==> config.mk <==
export PLATFORM = sky130hd
export DESIGN_NAME = territory_tally_flat
export DESIGN_NICKNAME = d
export VERILOG_FILES = /design/src/rtl/territory_tally_pkg.sv /design/src/rtl/territory_tally_if.sv /design/src/rtl/territory_tally_xy_scanner.sv /design/src/rtl/territory_tally.sv /design/src/flat_wrapper.sv
export SDC_FILE = /design/constraint.sdc
export NUM_CORES = 1
export LEC_CHECK = 0
export BUFFER_PORTS_ARGS = -buffer_cell sky130_fd_sc_hd__buf_2
export CORE_AREA = 2 2 137 139
export CTS_CLUSTER_SIZE = 20
export DETAILED_ROUTE_END_ITERATION = 10
export DIE_AREA = 0 0 139 141
export HOLD_SLACK_MARGIN = 0.03
export PLACE_DENSITY_LB_ADDON = 0.3
export SLEW_MARGIN = 20
export SYNTH_ARGS = -nofsm -noshare
export SYNTH_HDL_FRONTEND = slang
export SYNTH_SLANG_ARGS = --single-unit
==> constraint.sdc <==
create_clock -name CLOCK_50 -period 6 [get_ports CLOCK_50]
set_input_delay 0.6 -clock CLOCK_50 [delete_from_list [all_inputs] [get_ports CLOCK_50]]
set_output_delay 0.6 -clock CLOCK_50 [all_outputs]
set_load 0.02 [all_outputs]
==> src/rtl/territory_tally_pkg.sv <==
// territory_tally_pkg: screen geometry, player colour codes, FSM states and {x,y} address packing
package territory_tally_pkg;
    localparam int SCREEN_W = 160;
    localparam int SCREEN_H = 120;
    localparam int CNT_W    = 15;
    localparam logic [2:0] PLAYER_COL [4] = '{3'b001, 3'b010, 3'b100, 3'b110};
    typedef enum logic [2:0] {IDLE, SCAN, DRAIN, DECIDE, DONE} state_t;
    function automatic logic [14:0] pack_xy(input logic [7:0] x, input logic [6:0] y);
        return {x, y};
    endfunction
endpackage

==> src/rtl/territory_tally_if.sv <==
// territory_tally_if: request/RAM-read/result bundle of the territory tally
//   slave  (tally side): start, ram_q in; ram_address, busy, done, p1..p4_count, winner out
//   master (requester/RAM side): the mirror image
interface territory_tally_if;
    import territory_tally_pkg::*;
    logic             start;
    logic [2:0]       ram_q;
    logic [14:0]      ram_address;
    logic             busy;
    logic             done;
    logic [CNT_W-1:0] p1_count;
    logic [CNT_W-1:0] p2_count;
    logic [CNT_W-1:0] p3_count;
    logic [CNT_W-1:0] p4_count;
    logic [1:0]       winner;
    modport master (
        output start, ram_q,
        input  ram_address, busy, done, p1_count, p2_count, p3_count, p4_count, winner
    );
    modport slave (
        input  start, ram_q,
        output ram_address, busy, done, p1_count, p2_count, p3_count, p4_count, winner
    );
endinterface

==> src/rtl/territory_tally_xy_scanner.sv <==
// territory_tally_xy_scanner: x/y sweep counters (y inner) producing the registered RAM read address
//   CLOCK_50     in   system clock
//   resetn       in   asynchronous active-low reset
//   clear        in   restart at {0,0}
//   step         in   advance one cell; holds once the last cell is reached
//   last         out  current address is (H_RES-1, V_RES-1)
//   ram_address  out  {x,y}
module territory_tally_xy_scanner
    import territory_tally_pkg::*;
#(
    parameter int H_RES = SCREEN_W,
    parameter int V_RES = SCREEN_H
) (
    input  logic        CLOCK_50,
    input  logic        resetn,
    input  logic        clear,
    input  logic        step,
    output logic        last,
    output logic [14:0] ram_address
);
    logic [7:0] x;
    logic [6:0] y;
    logic       y_wrap;

    assign y_wrap      = y == 7'(V_RES - 1);
    assign last        = y_wrap && (x == 8'(H_RES - 1));
    assign ram_address = pack_xy(x, y);

    always_ff @(posedge CLOCK_50 or negedge resetn) begin
        if (!resetn) begin
            x <= '0;
            y <= '0;
        end else if (clear) begin
            x <= '0;
            y <= '0;
        end else if (step && !last) begin
            y <= y_wrap ? '0 : y + 7'd1;
            x <= y_wrap ? x + 8'd1 : x;
        end
    end
endmodule

==> src/rtl/territory_tally.sv <==
// territory_tally: sweeps the territory RAM once per start and reports per-player counts and the winner
//   CLOCK_50  in     system clock
//   resetn    in     asynchronous active-low reset
//   bus       slave  start, ram_q in; ram_address, busy, done, p1..p4_count, winner out
module territory_tally
    import territory_tally_pkg::*;
#(
    parameter int H_RES       = SCREEN_W,
    parameter int V_RES       = SCREEN_H,
    parameter int RAM_LATENCY = 1
) (
    input logic              CLOCK_50,
    input logic              resetn,
    territory_tally_if.slave bus
);
    // vld holds only the final in-flight read when the drain is complete
    localparam logic [RAM_LATENCY-1:0] VLD_LAST = RAM_LATENCY'(1) << (RAM_LATENCY - 1);

    state_t                 state, state_nx;
    logic [RAM_LATENCY-1:0] vld;
    logic [CNT_W-1:0]       cnt [4];
    logic [1:0]             win, win_nx;
    logic                   last, accept;

    assign accept          = (state == IDLE) && bus.start;
    assign bus.busy        = state != IDLE;
    assign bus.done        = state == DONE;
    assign bus.p1_count    = cnt[0];
    assign bus.p2_count    = cnt[1];
    assign bus.p3_count    = cnt[2];
    assign bus.p4_count    = cnt[3];
    assign bus.winner      = win;

    territory_tally_xy_scanner #(.H_RES(H_RES), .V_RES(V_RES)) u_scan (
        .CLOCK_50    (CLOCK_50),
        .resetn      (resetn),
        .clear       (accept),
        .step        (state == SCAN),
        .last        (last),
        .ram_address (bus.ram_address)
    );

    always_ff @(posedge CLOCK_50 or negedge resetn) begin
        if (!resetn) state <= IDLE;
        else         state <= state_nx;
    end

    always_comb begin
        state_nx = state;
        case (state)
            IDLE:    state_nx = bus.start ? SCAN : IDLE;
            SCAN:    state_nx = last ? DRAIN : SCAN;
            DRAIN:   state_nx = ((vld & ~VLD_LAST) == '0) ? DECIDE : DRAIN;
            DECIDE:  state_nx = DONE;
            DONE:    state_nx = IDLE;
            default: state_nx = IDLE;
        endcase
    end

    // strict greater-than keeps the lowest index on ties
    always_comb begin
        win_nx = 2'd0;
        for (int i = 1; i < 4; i++)
            if (cnt[i] > cnt[win_nx]) win_nx = 2'(i);
    end

    // every SCAN cycle puts one read on the bus; its data arrives RAM_LATENCY cycles later
    always_ff @(posedge CLOCK_50 or negedge resetn) begin
        if (!resetn) begin
            vld <= '0;
            win <= '0;
            for (int i = 0; i < 4; i++) cnt[i] <= '0;
        end else begin
            vld <= (vld << 1) | RAM_LATENCY'(state == SCAN);
            for (int i = 0; i < 4; i++)
                if (accept) cnt[i] <= '0;
                else if (vld[RAM_LATENCY-1] && bus.ram_q == PLAYER_COL[i]) cnt[i] <= cnt[i] + CNT_W'(1);
            if (state == DECIDE) win <= win_nx;
        end
    end
endmodule

==> src/flat_wrapper.sv <==
// flat-port wrapper written by rule: the top's interface ports become plain ports
module territory_tally_flat import territory_tally_pkg::*;
#(
    parameter int H_RES       = SCREEN_W,
    parameter int V_RES       = SCREEN_H,
    parameter int RAM_LATENCY = 1
)
  (CLOCK_50, resetn, bus_start, bus_ram_q, bus_ram_address, bus_busy, bus_done, bus_p1_count, bus_p2_count, bus_p3_count, bus_p4_count, bus_winner);
  territory_tally_if bus_i ();
  input logic CLOCK_50;
  input logic resetn;
  input wire logic [$bits(bus_i.start)-1:0] bus_start;
  input wire logic [$bits(bus_i.ram_q)-1:0] bus_ram_q;
  output wire logic [$bits(bus_i.ram_address)-1:0] bus_ram_address;
  output wire logic [$bits(bus_i.busy)-1:0] bus_busy;
  output wire logic [$bits(bus_i.done)-1:0] bus_done;
  output wire logic [$bits(bus_i.p1_count)-1:0] bus_p1_count;
  output wire logic [$bits(bus_i.p2_count)-1:0] bus_p2_count;
  output wire logic [$bits(bus_i.p3_count)-1:0] bus_p3_count;
  output wire logic [$bits(bus_i.p4_count)-1:0] bus_p4_count;
  output wire logic [$bits(bus_i.winner)-1:0] bus_winner;
  assign bus_i.start = bus_start;
  assign bus_i.ram_q = bus_ram_q;
  assign bus_ram_address = bus_i.ram_address;
  assign bus_busy = bus_i.busy;
  assign bus_done = bus_i.done;
  assign bus_p1_count = bus_i.p1_count;
  assign bus_p2_count = bus_i.p2_count;
  assign bus_p3_count = bus_i.p3_count;
  assign bus_p4_count = bus_i.p4_count;
  assign bus_winner = bus_i.winner;
  territory_tally #(.H_RES(H_RES), .V_RES(V_RES), .RAM_LATENCY(RAM_LATENCY)) u_core (.CLOCK_50(CLOCK_50), .resetn(resetn), .bus(bus_i));
endmodule
# After elaboration in Yosys (flattened, before gate mapping)
# Cells that the tools add are included.
# op_classes
add_sub_neg,6
n_lt_le_gt_ge,5
eq_ne,10
n_mux,26
n_bitwise,2
reduce_logical,17
# ops
cell,count
$mux W15,12
$add A15 B1 Y15 const B,4
$bmux W15 S2,2
$gt A15 B15 Y1,3
$mux W8,3
$mux W7,3
$pmux W3 S4,1
$reduce_bool A2 Y1,6
$eq A3 B2 Y1 const B,3
$eq A3 B3 Y1 const B,3
$add A8 B1 Y8 const B,1
$eq A8 B8 Y1 const B,1
$add A7 B1 Y7 const B,1
$eq A7 B7 Y1 const B,1
$logic_and A1 B1 Y1,7
$eq A3 B1 Y1 const B,2
$ge A3 B3 Y1 const B,2
$mux W2,3
$logic_not A3 Y1,1
$not A1 Y3,1
$not A2 Y3,1
$reduce_bool A3 Y1,1
$mux W1,2
$reduce_and A2 Y1,1
$logic_not A1 Y1,1
# totals
register_bits,81
in_bits,6
output_inout_bits,79
word_cells,75

# Longest topological paths before layout
# logic_depth
depth_word,14
mapped_depth,23
depth_no_buf,21

# Cells and area by module
# Synthesis repeated with hierarchy kept, for this count alone.
# hier_totals
hier_cells,579
hier_area_um2,5381.4
# by_module_without_submodules
mod,n_inst,cells_per_inst,area_each_um2
territory_tally,1,486,4493.1
territory_tally_xy_scanner,1,93,888.4

# Worst setup path before layout
# OpenSTA, ideal clock, no wires.
# synth_timing
path_type,reg-to-reg
start,"register u_core.cnt, in the netlist u_core.bus.p1_count[4]"
end,register u_core.win[1] (netlist: u_core.bus.winner[1])
arrival_time_ps,4805
required_ps,5871
slack_ps,1067
path_stages_with_launch,24
n_path_buf,2
synth_period_minus_slack_ps,4933
path_cell_list,dfrtp_1 inv_1 ha_1 nand4_1 a21oi_1 o31ai_2 a21oi_4 buf_8 mux2i_1 ha_1 a21oi_1 a31oi_1 a211oi_1 a21oi_1 clkinv_1 buf_2 mux2_2 ha_1 a21o_1 a221o_1 a221oi_1 o21ai_0 a21boi_0 a21oi_1
# synth_via
elab_chain_cells,14
# synth_lines
element,line_no,text
start: declaration,territory_tally.sv:21,logic [CNT_W-1:0] cnt [4];
start signal: indexed assignment,territory_tally.sv:77,else if (vld[RAM_LATENCY-1] && bus.ram_q == PLAYER_COL[i]) cnt[i] <= cnt[i] + CNT_W'(1);
$gt A15 B15 Y1,territory_tally.sv:64,if (cnt[i] > cnt[win_nx]) win_nx = 2'(i);
$mux W1,territory_tally.sv:64,
$not A1 Y3 (not written as such),territory_tally.sv:64,
$bmux W15 S2,territory_tally.sv:64,
$mux W15 (not written as such) (2 in a row),territory_tally.sv:64,
$gt A15 B15 Y1,territory_tally.sv:64,
$mux W2,territory_tally.sv:64,
$not A2 Y3 (not written as such),territory_tally.sv:64,
$bmux W15 S2,territory_tally.sv:64,
$mux W15 (not written as such) (2 in a row),territory_tally.sv:64,
$gt A15 B15 Y1,territory_tally.sv:64,
$mux W2 (*),territory_tally.sv:64,
end signal: assignment,territory_tally.sv:78,if (state == DECIDE) win <= win_nx;
end: declaration,territory_tally.sv:22,"logic [1:0] win, win_nx;"
# Every way passes the cells marked *; elsewhere a longest branch is shown, timed or not. The select of a mux whose other input is x is not followed.
# A chain may end at the register's enable or synchronous reset.

# Final worst setup path
# layout_timing
start,"register u_core.cnt, in the netlist u_core.bus.p1_count[13]"
end,register u_core.win[0] (netlist: u_core.bus.winner[0])
# Same word-level chain as after synthesis.

==> summary.md <==
| Metric | Value |
|---|---|
| Maxcap violations | `0` |
| Total number of vias | `4250` |
| Initial antenna violation count | `0` |
| Startpoint Class | `flip-flop` |
| Area of the multi-input gates | `3060 um^2` |
| Post-DR wirelength/cell | `15.2 um` |
| Asr flop ratio synth | `100%` |
| Register area | `2030 um^2` |
| Post-synth top area share | `38.2%` |
| CTS root buffer | `clkbuf_16` |
| Worst-path clk slew | `0.07 ns` |
| Max Slew Vio Count | `0` |
| Reg-to-reg critical path startpoint | `u_core.bus.p1_count[13]` |
| Fin crit share | `89.5%` |
| Required @ worst endpoint | `6.23 ns` |
| Drt pass-1 iters | `4` |
| Clock power frac | `26.1%` |
| Slowest CP cell | `dfrtp_1` |
| Top FF cell, synth | `dfrtp_1` |
| Slew HR | `30.3%` |
| Core area | `18300 um^2` |
| Setup Crit Path Kind | `flip-flop to flip-flop` |
| Flop pwr share | `39.4%` |
| Final worst slack | `0.633 ns` |
| Sw Pwr | `817 uW` |
| Sequential fraction of the synthesis area | `38.2%` |
| Number of global-route vias before repair | `4026` |
| Final TNS setup | `0 ns` |
| Post-Route WL | `13400 um` |
| Die width | `139 um` |
| Diode count | `0` |
| Share of layout cells above drive strength 1 | `21.4%` |
| Global-route usage over all layers | `14.1%` |
| Number of synthesized flops with an enable pin | `0` |
| Mapped Area | `5310 um^2` |
| Congestion Overflow GR | `0` |
| Nets | `702` |
| Pwr Density | `323 nW/um^2` |
| Synthesized Nets | `615` |
| Top post-synthesis cells by area | `dfrtp_1 (38%), ha_1 (12%), xnor2_1 (6.3%)` |
| Delay of the slowest critical-path stage | `0.45 ns` |
| Path category of the worst min-delay check | `input port to asynchronous set/reset pin` |
| Hpwl dp | `10000 um` |
| Int Power | `1210 uW` |
| Total chip power | `2030 uW` |
| Final core occ | `34.4%` |
| # port buffers | `84` |
| Finish-stage setup viols | `0` |
| Global-route wire length before repair | `22100 um` |
| Final hold violations | `0` |
| Worst skew pair latency | `0.35 ns` |
| Starting Density | `29.1%` |
| Lkg Pwr | `0.00292 uW` |
| R2R depth | `22` |
| Crit-path cells | `inv_1 > ha_1 > nand4_1 > nor2_1 > o31ai_2 > a21oi_4 > buf_4 > mux2i_1 > ha_1 > a21oi_1 > a31oi_1 > a211oi_1 > a21oi_1 > clkinvlp_4 > mux2_2 > ha_1 > a21o_1 > a221o_1 > a221oi_1 > o21ai_0 > a21boi_0 > a21oi_1` |
| Max Clk Rate | `0.186 GHz` |
| Post-synthesis compound-gate area fraction | `8.01%` |
| Multiplexer area fraction after synthesis | `6.86%` |
| Die area | `19600 um^2` |
| Cell count after synthesis | `558` |
| P&R area growth vs syn | `18.3%` |
| # rows | `50` |
| Largest family of logic cells by synthesized area | `simple AND/OR/NAND/NOR gates` |
| Setup slack, reg-to-reg | `0.63 ns` |
| Gate power share | `34.4%` |
| Largest net degree at the start of global routing | `72` |
| IO Pins | `85` |
| Max clock buf depth | `2` |
| Status | `completed` |
| TritonCTS clock tree | `built` |
| Setup Skew | `0.0110 ns` |
| Flops & latches, synth | `81` |
| # clock sinks | `81` |
| Synth cell types | `54` |
| RSZ-0062 raised after global routing | `false` |
| Setup crit end kind | `flip-flop` |
| Via density | `4.81` |
| Max IR drop VDD | `180 uV` |
| Adder-cell share of the synthesized area | `12.0%` |
| Num CTS Buffers | `9` |
| Yosys warning total | `0` |
| Cell taking the most area after synthesis | `dfrtp_1` |
| Switching share of power | `40.2%` |
| H-tree depth | `3` |
| Post-synthesis simple-gate area fraction | `22.1%` |
| Mean Syn Cell Area | `9.52 um^2` |
| Worst Path Max Fanout | `10` |
| DRC Markers | `0` |
| DIE HEIGHT | `141 um` |
| Post-Synth XOR/XNOR Area | `8.74%` |
| Initial DRC Count | `229` |
| Worst slew pin tran | `1.05 ns` |
| Pre-CTS setup slack | `0.453 ns` |
| Hold buffers post-CTS | `0` |
| GPL Wtd Cong | `0.828` |
| Reg2reg end | `u_core.bus.winner[0]` |
| Tmin final | `5.37 ns` |
| Fill cells | `1905` |
| Number of routed nets with antenna violations | `0` |
| Critical Path AT | `5.59 ns` |
==> per-layer routing <==
layer	vias to the layer above	track usage (%)	wire, um	part of all wire, %
li1	2148	-	-	-
met1	2008	19.1	6550	49
met2	83	21.2	5800	43
met3	11	4.89	886	6.6
met4	0	4.15	158	1.2
met5	-	0	0	0
==> logic make-up (layout without fill, tap and decap cells) <==
| group | after synthesis | in the layout |
|---|---|---|
| AOI/OAI and AO/OA | 71 | 71 |
| xor gates and xnor gates | 53 | 53 |
| adders and majority gates | 51 | 51 |
| buffers and inverters | 52 | 144 |
| DFF | 81 | 81 |
| muxes | 34 | 34 |
| and+or+nand+nor | 216 | 216 |
==> sequential cells by signal (all words and copies together) (netlist names) <==
register             cells
u_core.u_scan.y          7
u_core.u_scan.x          8
u_core.state             3
u_core.bus.p2_count     15
u_core.bus.winner        2
u_core.bus.p1_count     15
u_core.bus.p4_count     15
u_core.vld               1
u_core.bus.p3_count     15
==> critical path: cells and delay by family, from the launching register on <==
| kind | cells | cell delay [ns] |
|---|---|---|
| AOI/OAI and AO/OA | 12 | 2.32 |
| adders and majority gates | 3 | 0.90 |
| DFF | 1 | 0.45 |
| buffers and inverters | 3 | 0.55 |
| muxes | 2 | 0.66 |
| and+or+nand+nor | 2 | 0.38 |
==> metrics by stage <==
stage,area (um^2),hold WS [ns],std cells
4_1_cts,6230,0.0655,878
3_3_place_gp,5960,0.450,862
2_1_floorplan,5310,0.304,558
3_5_place_dp,5960,0.448,862
6_report,6280,0.0726,884
5_1_grt,6280,0.0728,884
==> synthesized netlist by cell type (2+ instances only) <==
master,count
nor2_1,71
and4_1,8
nor2b_1,4
buf_2,4
nand3_1,28
or3_1,12
a21o_1,2
nand4_1,23
nor4_1,3
a211oi_1,4
and2_1,2
dfrtp_1,81
xnor2_1,38
inv_1,35
and3_1,8
nor3_1,6
mux2i_1,18
o31ai_1,3
o21ai_0,23
nand2_1,28
and4bb_2,3
mux2_2,14
ha_1,51
xor2_1,15
a21boi_0,2
a21oi_1,30
buf_1,2
nand2b_1,4
clkbuf_1,7
nor3b_2,3
nand3b_1,3
==> final cells by class <==
class	count	share of cell area (%)
well taps	234	4.66
clock buffers	9	3.58
flip-flops and latches	81	32.3
clock inverters	7	0.856
multi-input cells	425	48.7
inverters	36	2.21
repair buffers	92	7.69
==> layout by cell type, fill, tap and decap left out, types with 2 or more instances in the layout <==
| cell | netlist | final |
|---|---|---|
| a211oi_1 | 4 | 4 |
| a21boi_0 | 2 | 2 |
| a21o_1 | 2 | 2 |
| a21oi_1 | 30 | 30 |
| and2_1 | 2 | 2 |
| and3_1 | 8 | 8 |
| and4_1 | 8 | 8 |
| and4bb_2 | 3 | 3 |
| buf_2 | 4 | 83 |
| buf_4 | 0 | 9 |
| clkbuf_16 | 0 | 9 |
| clkinv_2 | 0 | 2 |
| clkinv_4 | 0 | 2 |
| dfrtp_1 | 81 | 81 |
| ha_1 | 51 | 51 |
| inv_1 | 35 | 35 |
| inv_6 | 0 | 3 |
| mux2_2 | 14 | 14 |
| mux2i_1 | 18 | 18 |
| nand2_1 | 28 | 28 |
| nand2b_1 | 4 | 4 |
| nand3_1 | 28 | 28 |
| nand3b_1 | 3 | 3 |
| nand4_1 | 23 | 23 |
| nor2_1 | 71 | 71 |
| nor2b_1 | 4 | 4 |
| nor3_1 | 6 | 6 |
| nor3b_2 | 3 | 3 |
| nor4_1 | 3 | 3 |
| o21ai_0 | 23 | 23 |
| o31ai_1 | 3 | 3 |
| or3_1 | 12 | 12 |
| xnor2_1 | 38 | 38 |
| xor2_1 | 15 | 15 |
==> how the worst max path moves through the flow <==
stage	start	depth (start not counted)	slack (ns)	endpoint
floorplan	u_core.bus.p1_count[4]	23	1.07	u_core.bus.winner[1]
global placement	u_core.bus.p2_count[3]	21	0.56	u_core.bus.winner[1]
detailed placement	u_core.bus.p1_count[13]	22	0.45	u_core.bus.winner[1]
CTS	u_core.bus.p1_count[13]	22	0.44	u_core.bus.winner[1]
global route	u_core.bus.p1_count[13]	22	0.06	u_core.bus.winner[1]
finish	u_core.bus.p1_count[13]	22	0.63	u_core.bus.winner[0]
==> repair_timing <==
| item | in CTS | in global routing |
|---|---|---|
| gates resized for setup | 0 | 1 |
| buffers inserted | 0 | 6 |
| endpoints found under the setup margin | 0 | 2 |
==> power groups by stage <==
stage          combinational [uW]  sequential, uW  clock [uW]
3_3_place_gp                  702             810           0
6_report                      700             801         530
5_1_grt                       803             819         572
2_1_floorplan                 373             883           0
4_1_cts                       706             800         549
3_5_place_dp                  701             808           0
Power figures use the tool's default switching activity.
